## src/rtl/hazard_ctrl_pipe.sv

```systemverilog
// hazard_ctrl_pipe
// Hazard and forwarding controller for a five-stage MIPS pipeline, placed
// beside the main decoder in ID. It produces EX operand forwarding selects,
// multi-cycle load-use stalls (LOAD_LAT bubbles), a global freeze while data
// memory is busy, and IF/ID flushes on taken branches and jumps. Two
// saturating counters record stall cycles and flush cycles.
//
// Ports:
//   clk, rst                    clock, synchronous active-high reset
//   id_rs/id_rt, id_uses_*      sources of the ID instruction, and whether read
//   ex_rs/ex_rt/ex_rd           ID/EX sources and destination
//   ex_mem_read                 ID/EX holds a load
//   mem_rd/mem_reg_write        EX/MEM destination and write enable
//   wb_rd/wb_reg_write          MEM/WB destination and write enable
//   branch_taken, jump          ID-stage redirect request
//   dmem_req, dmem_ready        data-memory access handshake in MEM
//   pc_write, ifid_write        PC and IF/ID enables
//   idex_bubble                 load a NOP into ID/EX
//   pipe_freeze                 hold ID/EX, EX/MEM and MEM/WB
//   ifid_flush                  zero IF/ID
//   fwd_a, fwd_b                00 regfile, 10 EX/MEM, 01 MEM/WB
//   stall_cnt, flush_cnt        saturating performance counters
module hazard_ctrl_pipe #(
    parameter int REG_AW   = 5,
    parameter int LOAD_LAT = 1,
    parameter int CNT_W    = 16
) (
    input  logic              clk,
    input  logic              rst,
    input  logic [REG_AW-1:0] id_rs,
    input  logic [REG_AW-1:0] id_rt,
    input  logic              id_uses_rs,
    input  logic              id_uses_rt,
    input  logic [REG_AW-1:0] ex_rs,
    input  logic [REG_AW-1:0] ex_rt,
    input  logic [REG_AW-1:0] ex_rd,
    input  logic              ex_mem_read,
    input  logic [REG_AW-1:0] mem_rd,
    input  logic              mem_reg_write,
    input  logic [REG_AW-1:0] wb_rd,
    input  logic              wb_reg_write,
    input  logic              branch_taken,
    input  logic              jump,
    input  logic              dmem_req,
    input  logic              dmem_ready,
    output logic              pc_write,
    output logic              ifid_write,
    output logic              idex_bubble,
    output logic              pipe_freeze,
    output logic              ifid_flush,
    output logic [1:0]        fwd_a,
    output logic [1:0]        fwd_b,
    output logic [CNT_W-1:0]  stall_cnt,
    output logic [CNT_W-1:0]  flush_cnt
);

    typedef enum logic [1:0] {
        RUN,
        LU_STALL,
        MEM_WAIT
    } state_t;

    // Bubbles still owed after the detect cycle; at most LOAD_LAT-1 = 2.
    localparam logic [1:0]       LAT_M1  = 2'(LOAD_LAT - 1);
    localparam logic [CNT_W-1:0] CNT_MAX = '1;

    state_t     state, state_nx;
    state_t     ret_state, ret_state_nx;
    state_t     eff_state;
    logic [1:0] lu_left, lu_left_nx;
    logic       mem_wait;
    logic       load_use;

    // EX/MEM result takes precedence over the older MEM/WB result.
    function automatic logic [1:0] fwd_sel(
        input logic [REG_AW-1:0] src,
        input logic [REG_AW-1:0] m_rd,
        input logic              m_we,
        input logic [REG_AW-1:0] w_rd,
        input logic              w_we
    );
        if (m_we && m_rd != '0 && m_rd == src)      return 2'b10;
        else if (w_we && w_rd != '0 && w_rd == src) return 2'b01;
        else                                        return 2'b00;
    endfunction

    always_comb begin
        mem_wait = dmem_req && !dmem_ready;
        load_use = ex_mem_read && (ex_rd != '0) &&
                   ((id_uses_rs && id_rs == ex_rd) || (id_uses_rt && id_rt == ex_rd));
        // The ready cycle of a memory wait already behaves as the state that
        // was interrupted, so a wait of N not-ready cycles costs exactly N.
        eff_state = (state == MEM_WAIT) ? ret_state : state;
    end

    always_comb begin
        // NOTE: every output and next-state signal gets a default first so no
        // path through the branches below can leave one unassigned (no latch).
        pc_write     = 1'b1;
        ifid_write   = 1'b1;
        idex_bubble  = 1'b0;
        pipe_freeze  = 1'b0;
        ifid_flush   = 1'b0;
        fwd_a        = 2'b00;
        fwd_b        = 2'b00;
        state_nx     = state;
        ret_state_nx = ret_state;
        lu_left_nx   = lu_left;

        if (!rst) begin
            fwd_a = fwd_sel(ex_rs, mem_rd, mem_reg_write, wb_rd, wb_reg_write);
            fwd_b = fwd_sel(ex_rt, mem_rd, mem_reg_write, wb_rd, wb_reg_write);

            if (mem_wait) begin
                // Freeze wins over everything; lu_left simply holds.
                pipe_freeze  = 1'b1;
                pc_write     = 1'b0;
                ifid_write   = 1'b0;
                state_nx     = MEM_WAIT;
                ret_state_nx = eff_state;
            end else begin
                case (eff_state)
                    LU_STALL: begin
                        idex_bubble = 1'b1;
                        pc_write    = 1'b0;
                        ifid_write  = 1'b0;
                        if (lu_left <= 2'd1) begin
                            state_nx   = RUN;
                            lu_left_nx = 2'd0;
                        end else begin
                            state_nx   = LU_STALL;
                            lu_left_nx = lu_left - 2'd1;
                        end
                    end
                    default: begin
                        state_nx = RUN;
                        if (load_use) begin
                            idex_bubble = 1'b1;
                            pc_write    = 1'b0;
                            ifid_write  = 1'b0;
                            if (LOAD_LAT > 1) begin
                                state_nx   = LU_STALL;
                                lu_left_nx = LAT_M1;
                            end
                        end else if (branch_taken || jump) begin
                            // Redirects seen during a stall are dropped; ID
                            // presents them again once the stall clears.
                            ifid_flush = 1'b1;
                        end
                    end
                endcase
            end
        end
    end

    // NOTE: sequential state uses non-blocking assignments so every register
    // samples the pre-edge values regardless of statement order.
    always_ff @(posedge clk) begin
        if (rst) begin
            state     <= RUN;
            ret_state <= RUN;
            lu_left   <= 2'd0;
            stall_cnt <= '0;
            flush_cnt <= '0;
        end else begin
            state     <= state_nx;
            ret_state <= ret_state_nx;
            lu_left   <= lu_left_nx;
            if (!pc_write && stall_cnt != CNT_MAX)
                stall_cnt <= stall_cnt + CNT_W'(1);
            if (ifid_flush && flush_cnt != CNT_MAX)
                flush_cnt <= flush_cnt + CNT_W'(1);
        end
    end

endmodule

```

## config.mk

```make
export PLATFORM = sky130hd
export DESIGN_NAME = hazard_ctrl_pipe
export DESIGN_NICKNAME = d
export VERILOG_FILES = /design/src/rtl/hazard_ctrl_pipe.sv
export SDC_FILE = /design/constraint.sdc
export NUM_CORES = 1
export LEC_CHECK = 0
export CAP_MARGIN = 15
export CORE_MARGIN = 2
export CORE_UTILIZATION = 49
export DETAILED_ROUTE_END_ITERATION = 10
export HOLD_SLACK_MARGIN = 0.05
export PLACE_DENSITY = 0.87
export SLEW_MARGIN = 40
export SYNTH_ARGS = -nofsm -noshare
export SYNTH_HDL_FRONTEND = slang
export SYNTH_SLANG_ARGS = --single-unit
```

## constraint.sdc

```tcl
create_clock -name clk -period 3.05 [get_ports clk]
set_clock_uncertainty 0.05 [all_clocks]
set_input_delay 0.4575 -clock clk [delete_from_list [all_inputs] [get_ports clk]]
set_output_delay 0.4575 -clock clk [all_outputs]
set_load 0.02 [all_outputs]
```

Yosys cells after proc, flatten, opt, wreduce, memory -nomap -nowiden
Index checks and enable logic that the tools add are counted.
Word-level totals
  register bits: 38
  input bits: 46
  word-level logic and storage cells: 70
  output and inout port bits: 41
Cells by class
  reductions and logical operators: 22
  order comparisons: 1
  mux-type cells: 26
  add/subtract/negate cells: 3
  eq/ne operators: 10
  bitwise gates (word level): 2
Operators by type and width (number)
  $add A16 B1 Y16 const B: 2
  $ne A16 B16 Y1 const B: 2
  $eq A5 B5 Y1: 6
  $mux W1: 18
  $mux W2: 8
  $reduce_bool A5 Y1: 3
  $logic_and A1 B1 Y1: 13
  $reduce_or A3 Y1: 1
  $eq A2 B1 Y1 const B: 1
  $eq A2 B2 Y1 const B: 1
  $le A2 B1 Y1 const B: 1
  $logic_not A1 Y1: 2
  $logic_or A1 B1 Y1: 2
  $not A1 Y1: 2
  $reduce_and A2 Y1: 1
  $sub A2 B1 Y2 const B: 1

Depth between registers and ports, before layout
  depth after elaboration: 10
  depth in mapped cells: 8
  depth with buffers taken out: 7

Least setup slack after synthesis
OpenSTA, ideal clock, no wires.
  path kind: input port to output port
  from: input port ex_rd[1]
  to: output port pc_write
  slack: 394 ps
  data required time: 2542 ps
  buffers on the path: 1
  cell stages on the path: 5
  arrival time: 2149 ps
  cell sequence: or4_4 -> o21ai_1 -> o21ai_0 -> o21ai_0 -> buf_4
Between the ends
  cells in the longest elaborated chain, start to end: 8
Ends and longest elaborated chain
  start: declaration: line 36  | input logic [REG_AW-1:0] ex_rd,
  $eq A5 B5 Y1: line 90  | ((id_uses_rs && id_rs == ex_rd) || (id_uses_rt && id_rt == ex_rd));
  $logic_and A1 B1 Y1: line 90
  $logic_or A1 B1 Y1: line 90
  $logic_and A1 B1 Y1 *: line 89  | load_use = ex_mem_read && (ex_rd != '0) &&
  $mux W1 * (4 in series)
  end: declaration: line 46  | output logic pc_write,
Mark *: on every way between the ends. The rest lies on a longest branch, timed or not.

Final worst setup path
  from: input port mem_rd[1]
  to: output port fwd_a[1]
Between the ends
  cells in the longest elaborated chain, start to end: 5
Ends and longest elaborated chain
  start: declaration: line 38  | input logic [REG_AW-1:0] mem_rd,
  $reduce_bool A5 Y1: line 82  | if (m_we && m_rd != '0 && m_rd == src) return 2'b10;
  $logic_and A1 B1 Y1: line 82
  $logic_and A1 B1 Y1 *: line 82
  $mux W2 *: line 82
  $mux W2 *: line 110  | if (!rst) begin
  end: declaration: line 51  | output logic [1:0] fwd_a,
Marks and branches as above.

==> results.md <==
Worst setup path:
- The maximum net fanout on the critical path is 3.
- The required time of the worst setup path is 2540 ps.
- On the critical path, the stage with the largest delay is an instance of sky130_fd_sc_hd__or4_1.
- The critical register-to-register path endpoint is flush_cnt[6].
- The signal on the critical path passes through clkdlybuf4s50_1 -> or4_1 -> o21ai_1 -> buf_4 -> nor4_1 -> clkdlybuf4s50_1.
- In this run the critical register-to-register path is launched from state[0].
- Measured in cells, the most critical reg-to-reg path has a length of 7.
- For flop-to-flop paths, the worst setup slack is 830 ps.
- By startpoint and endpoint, the worst setup path is classified as in -> out.
- The sort of element at the start of the critical path is an input port.
- The maximum cell stage delay along the critical path is 550 ps.
- The most used cell along the critical path is sky130_fd_sc_hd__clkdlybuf4s50_1.
- The arrival time reported for the critical path endpoint is 2470 ps.
- STA classifies the critical path endpoint as an output pin.

GRT:
- The via count of the first global-routing pass is 2390.
- The total global routing overflow is 0.
- The initial antenna violation count is 0.
- The first-pass GRT wire length is 10500 µm.
- For this run, the total global-route usage over all layers was measured as 0.239.
- The maximum number of pins on one net before global-route repair is 33.

Drt:
- The count of nets left with antenna violations after detail routing is 0.
- Across all layers, the routed design uses 2587 vias.
- After detailed routing, the total wire length is 6390 µm.
- The number of DRC violations after detailed-routing iteration 0 is 156.
- In the routed layout, each cell is associated on average with a via count of 5.69.
- In the routed design, unresolved DRC markers number 0.
- Dividing the detail-routed wire length by the instance count gives 14.0 µm.
- For this run, the detailed router's first-pass iteration total came to 4.

Power and ir drop:
- The highest ir drop seen on vdd is 0.249 mV.
- Power spread over the standard cell area amounts to 303 mW/mm².
- The leakage dissipation is 0.00120 µW.

Worst hold path:
- The type of the worst min-delay path is reg -> reg.
- Counting instances, the worst hold path has a depth of 1.
- The path with the worst hold slack has its endpoint at lu_left[1].
- The worst hold path begins at lu_left[1].

Die:
- In this run the core area contains 25 standard-cell rows.
- The die area is 0.00551 mm².
- In this run the horizontal extent of the chip is 74.3 µm.
- 87 I/O pins were placed.
- Measured along the y axis, the die boundary spans 74.3 µm.
- The initial utilization of the core area, before any placement, comes to 0.509.
- After floorplanning, the core was sized to cover 0.00475 mm².

Clock network:
- Counting along the longest clock path gives a buffer depth of 2.
- The clock-pin slew on the worst setup and hold paths is 80 ps.
- CTS placed an instance of sky130_fd_sc_hd__clkbuf_8 at the clock tree root.
- The H-tree was split into 2 levels.
- The clock drives 38 sinks.
- The post-CTS setup repair buffer count is 0.
- The number of clock buffers added by TritonCTS is 5.
- Clock latency on the worst-skew pair, taken at its later pin, is 280 ps.
- The TritonCTS clock tree is yes.

Synthesis:
- The number of flip-flops and latches in the synthesized netlist is 38.
- Synthesis produced 285 cells.
- sky130_fd_sc_hd__dfxtp_1 takes more of the synthesized area than any other cell.
- The unique cell type count in the Yosys netlist is 53.
- After synthesis, the mean cell area works out to 8.49 µm².
- For this run, the leading register cell type out of synthesis is sky130_fd_sc_hd__dfxtp_1.
- Ranked by total cell area, the synthesized netlist is headed by sky130_fd_sc_hd__dfxtp_1, sky130_fd_sc_hd__xnor2_1, sky130_fd_sc_hd__or4_1.
- The Yosys warning count is 0.
- The number of nets handed over by synthesis was 333.
- Yosys mapped a number of flops with a built-in enable equal to 0.
- The share of the Yosys chip area taken by registers is 0.315.
- For this run, asynchronously set or reset flops after synthesis account for 0.
- The area share of the leading cell type in the synthesized netlist is 0.315.
- After synthesis the cells add up to 0.00242 mm².

Layout:
- The count of placed standard cells in the final layout, fillers left out is 455.
- The most common library cell in the layout ignoring fill and taps is sky130_fd_sc_hd__clkdlybuf4s50_1.
- From synthesis to final layout, the design area changed by 46.6%.
- The count of nets after finishing is 435.
- In the final layout, the multi-input gates occupy 0.00153 mm².
- 0 antenna diodes ended up in the layout.
- The top cell types in the final layout, fill and taps aside, are sky130_fd_sc_hd__clkdlybuf4s50_1, sky130_fd_sc_hd__dfxtp_1, sky130_fd_sc_hd__nand2_1.
- In the final layout, the share of cells above drive strength 1 is 0.113.
- The area used by sequential logic in the layout is 761 µm².
- The filler cells instantiated in the layout total 366.

Place:
- The cell count after placement is 447.
- The number of buffers added on ports is 86.
- After legalization and detailed placement, the total HPWL measured 4980 µm.
- OpenSTA, run right after detailed placement, puts the worst setup slack at -290 ps.
- At the end of routability-driven placement, the weighted congestion stood at 0.944.

Timing:
- Of the available clock period, the critical path in the final layout requires 0.976.
- The minimum setup slack in the final design is 72.6 ps.
- The count of pins over their slew limit is 0.
- Timing would allow up to 336 MHz.
- Setup repair after global routing left no endpoint under its margin.
- Headroom to the max-slew limit came out at 0.608.
- The total count of hold-check failures in the final report is 0.
- The routed design could run at a clock period as short as 2980 ps.
- Hold is met by 424 ps.
- At the pin with the least slew margin, the transition time is 584 ps.
- Setup violations remaining at the end of the flow were counted as 0.

Job:
- Across the run, the number of max-cap violations was 0.

Outcome:
- The run finished with clean final reports.
## layout make-up
cell class,count,share of cell area
clock inverter,2,0.00353
multi-input combinational,226,0.433
timing repair buffer,110,0.296
tap,67,0.0236
sequential,38,0.215
inverter,6,0.00635
clock buffer,6,0.0233
## metrics by stage
| step | utilization | setup TNS, ps | power (µW) | area [µm²] |
|---|---|---|---|---|
| finish | 0.746 | 0 | 1080 | 3550 |
| global route | 0.746 | 0 | 1120 | 3550 |
| CTS | 0.745 | 0 | 1080 | 3540 |
| detailed placement | 0.727 | -879 | 727 | 3450 |
| global placement | 0.727 | -378 | 720 | 3450 |
| floorplan | - | 0 | 611 | 2420 |
## synth_stat cells, types with 4 or more instances
| master | n |
|---|---|
| sky130_fd_sc_hd__nand3_1 | 12 |
| sky130_fd_sc_hd__xor2_1 | 10 |
| sky130_fd_sc_hd__nand4_1 | 7 |
| sky130_fd_sc_hd__xnor2_1 | 20 |
| sky130_fd_sc_hd__or4_1 | 19 |
| sky130_fd_sc_hd__buf_6 | 5 |
| sky130_fd_sc_hd__and3_1 | 4 |
| sky130_fd_sc_hd__o21ai_0 | 8 |
| sky130_fd_sc_hd__nor2_1 | 9 |
| sky130_fd_sc_hd__nand2_1 | 25 |
| sky130_fd_sc_hd__nor4_1 | 6 |
| sky130_fd_sc_hd__dfxtp_1 | 38 |
| sky130_fd_sc_hd__a21oi_1 | 24 |
| sky130_fd_sc_hd__o41ai_1 | 7 |
| sky130_fd_sc_hd__or3_1 | 6 |
| sky130_fd_sc_hd__o311ai_0 | 6 |
| sky130_fd_sc_hd__o21a_1 | 4 |
| sky130_fd_sc_hd__o31ai_1 | 14 |
| sky130_fd_sc_hd__nor3_1 | 4 |
| sky130_fd_sc_hd__and2_1 | 4 |
| sky130_fd_sc_hd__clkbuf_1 | 6 |
| sky130_fd_sc_hd__inv_1 | 6 |
## how the worst max path moves through the flow
stage | startpoint | endpoint | slack, ps | cells after the start
floorplan | ex_rd[1] | pc_write | 390 | 5
global placement | mem_rd[1] | fwd_b[0] | -150 | 6
detailed placement | mem_rd[1] | fwd_b[0] | -290 | 6
CTS | ex_rd[1] | ifid_flush | 50 | 9
global route | mem_rd[1] | fwd_b[0] | 7 | 6
finish | mem_rd[1] | fwd_a[1] | 70 | 6
## state kept, by name, indices dropped and copies added (netlist names)
| signal | flops |
|---|---|
| ret_state | 2 |
| state | 2 |
| stall_cnt | 16 |
| flush_cnt | 16 |
| lu_left | 2 |
## power breakdown
| group | switching, µW | internal (µW) |
|---|---|---|
| combinational | 95.3 | 116 |
| clock | 179 | 182 |
| sequential | 3.89 | 499 |
| total | 278 | 797 |
## critical path, delay by kind of cell
family / cells / cell delay (ps)
buffers and inverters: 3 / 1150
AND/OR/NAND/NOR: 2 / 600
AO/OA/AOI/OAI: 1 / 250
## routing by layer
layer,global-route usage,share of wire
met1,0.306,0.44
met2,0.405,0.48
met3,0.0623,0.074
met4,0.0595,0.0078
met5,0,0
## repair_timing
item                                    in CTS  in global routing
resized for setup                            7                  1
hold buffers                                 0                  0
endpoints found under the setup margin       7                  1
## kinds of logic (layout without fill, tap and decap cells)
group	after synthesis	in the layout	synth area share
muxes	3	3	0.0135
and+or+nand+nor	115	115	0.288
DFF	38	38	0.315
buffers and inverters	21	124	0.0512
xor gates and xnor gates	30	30	0.109
adders and majority gates	2	2	0.0103
AOI/OAI and AO/OA	76	76	0.214
Note: power is estimated with default switching activity, not from simulation.
==> RTL change: new RTL, same flow settings <==
`CNT_W`: 16 -> 12.
--- a/src/rtl/hazard_ctrl_pipe.sv
+++ b/src/rtl/hazard_ctrl_pipe.sv
@@ -23,7 +23,7 @@
 module hazard_ctrl_pipe #(
     parameter int REG_AW   = 5,
     parameter int LOAD_LAT = 1,
-    parameter int CNT_W    = 16
+    parameter int CNT_W    = 12
 ) (
     input  logic              clk,
     input  logic              rst,
Ports: changed (resized flush_cnt and stall_cnt); port bits go from 87 to 79. No check against the original RTL was run, so the function may have changed too.
==> RTL change against the original RTL <==
Fmax is 1.0% higher; cell area is 16% lower; sequential cell count is 8 lower; wire length is 20% lower; largest cell class unchanged; sequential power is 20% lower; power is 13% lower; worst hold slack worse by 0.0063 ns; synthesized area is 18% lower; setup slack better by 0.030 ns; sequential share of layout area is 1.3 points lower; core utilization is 1.0 points higher.
==> RTL change: results (changes against the original RTL) <==
For the wire length of the first global-routing pass, the log shows 8.00 mm (-24%). The flow ran to the end, and the final reports show no timing, DRC or antenna violations. The tools report the count of non-filler cells in the finished layout as 368 (-19%). Last weighted congestion value of the routability-driven placer: 0.813 (-14%). Cell area after placement: 2880 um2 (-17%). The TritonCTS buffer count was 5 (unchanged).

The worst slack at placement was -0.322 ns (-0.0320 ns); the number of detailed-routing iterations run before antenna repair was 4 (unchanged). By count the netlist is led by sky130_fd_sc_hd__dfxtp_1 (30), sky130_fd_sc_hd__xnor2_1 (21), sky130_fd_sc_hd__nand2_1 (20), sky130_fd_sc_hd__nand3_1 (11). The remaining max-slew budget at the tightest pin is 0.734 (+0.125), and the combined global-route utilization of all metal layers is 0.227 (-0.0124). The number of placed cells counting well taps came out at 360 (-19%).

By area the synthesized netlist is led by sky130_fd_sc_hd__dfxtp_1 (30%), sky130_fd_sc_hd__xnor2_1 (9.3%), sky130_fd_sc_hd__xor2_1 (4.4%). The average via count per standard cell is 5.64 (-0.88%), and the worst stage delay on the critical path is 0.52 ns (-0.03 ns). The final cell area excluding filler cells is 2980 um2 (-16%). The largest registers in the layout are flush_cnt: 12 flops, stall_cnt: 12 flops.

The detailed router's first-iteration violation count is 116 (-26%). The number of inserted diodes was 0 (unchanged); the layout filler cell count was 297 (-19%). The number of library cell types mapped by synthesis was 48 (-9.4%); the synthesized instance count was 219 (-23%). The count of input and output buffers was 78 (-9.3%). The sequential share of the synthesized area is 0.304 (-0.0102), and the detailed placer's ending HPWL is 4.03 mm (-19%). The logs give 2 (unchanged) for the CTS H-tree depth and 0 (unchanged) for the number of setup buffers added after CTS. The ratio of cells with drive above 1 in the final layout was 0.176 (+0.0627).

Cell at the slowest stage of the critical path: sky130_fd_sc_hd__or4_1. The post-synthesis net count is 267 (-20%), and the via count of the first global-routing pass is 1869 (-22%). The largest delay contributor family on the critical path was simple AND/OR/NAND/NOR gates.

The worst supply voltage drop on vdd came out at 0.243 mV (-2.6%). Among all flip-flop cells after synthesis, the most frequent one is sky130_fd_sc_hd__dfxtp_1. The clock edge transition at the registers on the reported setup and hold paths is 0.06 ns (-0.02 ns), and the final routed wirelength across all metal layers is 5.10 mm (-20%). The run gives 28 (-15%) as the largest net degree at the start of global routing. The leakage power was 1.13 nW (-6.0%); the data arrival time of the critical path was 2.44 ns (-0.03 ns).
[RTL change: cell types whose count changed after synthesis, sizes merged, moves of 3 or more]
cell   unedited run  this run
nor4              7         4
or4              20        12
mux2i             1         6
o31ai            14         4
nand2            25        20
and2              4         1
or3               6         1
buf               9         5
o41ai             7         4
dfxtp            38        30
o21a              4         1
a21oi            24        13
o21ai            12         4
[RTL change: repair_timing]
item	CTS	global route
gates resized for setup	6	2
gates cloned	0	0
hold buffers	0	0
setup endpoints to repair	5	2
[RTL change: report_power, final]
group / internal [mW] / leakage, nW / switching, mW
clock: 0.181 / 0.0472 / 0.151
combinational: 0.117 / 0.836 / 0.0893
sequential: 0.396 / 0.242 / 0.00575
total: 0.694 / 1.13 / 0.246
[RTL change: cell families (layout without fill, tap and decap cells)]
logic type      Yosys count  in the layout  share of synthesized area
xor+xnor                 31             31                      0.138
mux                       8              8                     0.0438
buf+inv                  15            114                     0.0634
fa+ha+maj                 2              2                     0.0127
simple gates             92             92                      0.273
flops                    30             30                      0.304
compound gates           41             41                      0.165
[RTL change: path summary, 6_finish.rpt]
check                     from             to  slack [ns]  depth (start not counted)
setup / recovery     mem_rd[2]       fwd_a[0]        0.10                          6
hold / removal      lu_left[0]     lu_left[0]        0.42                          2
setup reg to reg  stall_cnt[0]  stall_cnt[11]        0.88                          7
hold reg to reg     lu_left[0]     lu_left[0]        0.42                          2
[RTL change: cell type report]
type                       instances  area share
clock buffer                       6      0.0277
clock inverter                     2     0.00420
inverter                           5     0.00630
multi-input combinational        174       0.421
sequential                        30       0.202
tap                               50      0.0210
timing repair buffer             101       0.319
[RTL change: per-layer routing]
layer,vias to the layer above,global-route usage,part of all wire
met4,0,0.0612,0.0073
met2,82,0.396,0.49
li1,1021,-,-
met5,-,0,0
met1,965,0.267,0.40
met3,6,0.0717,0.095
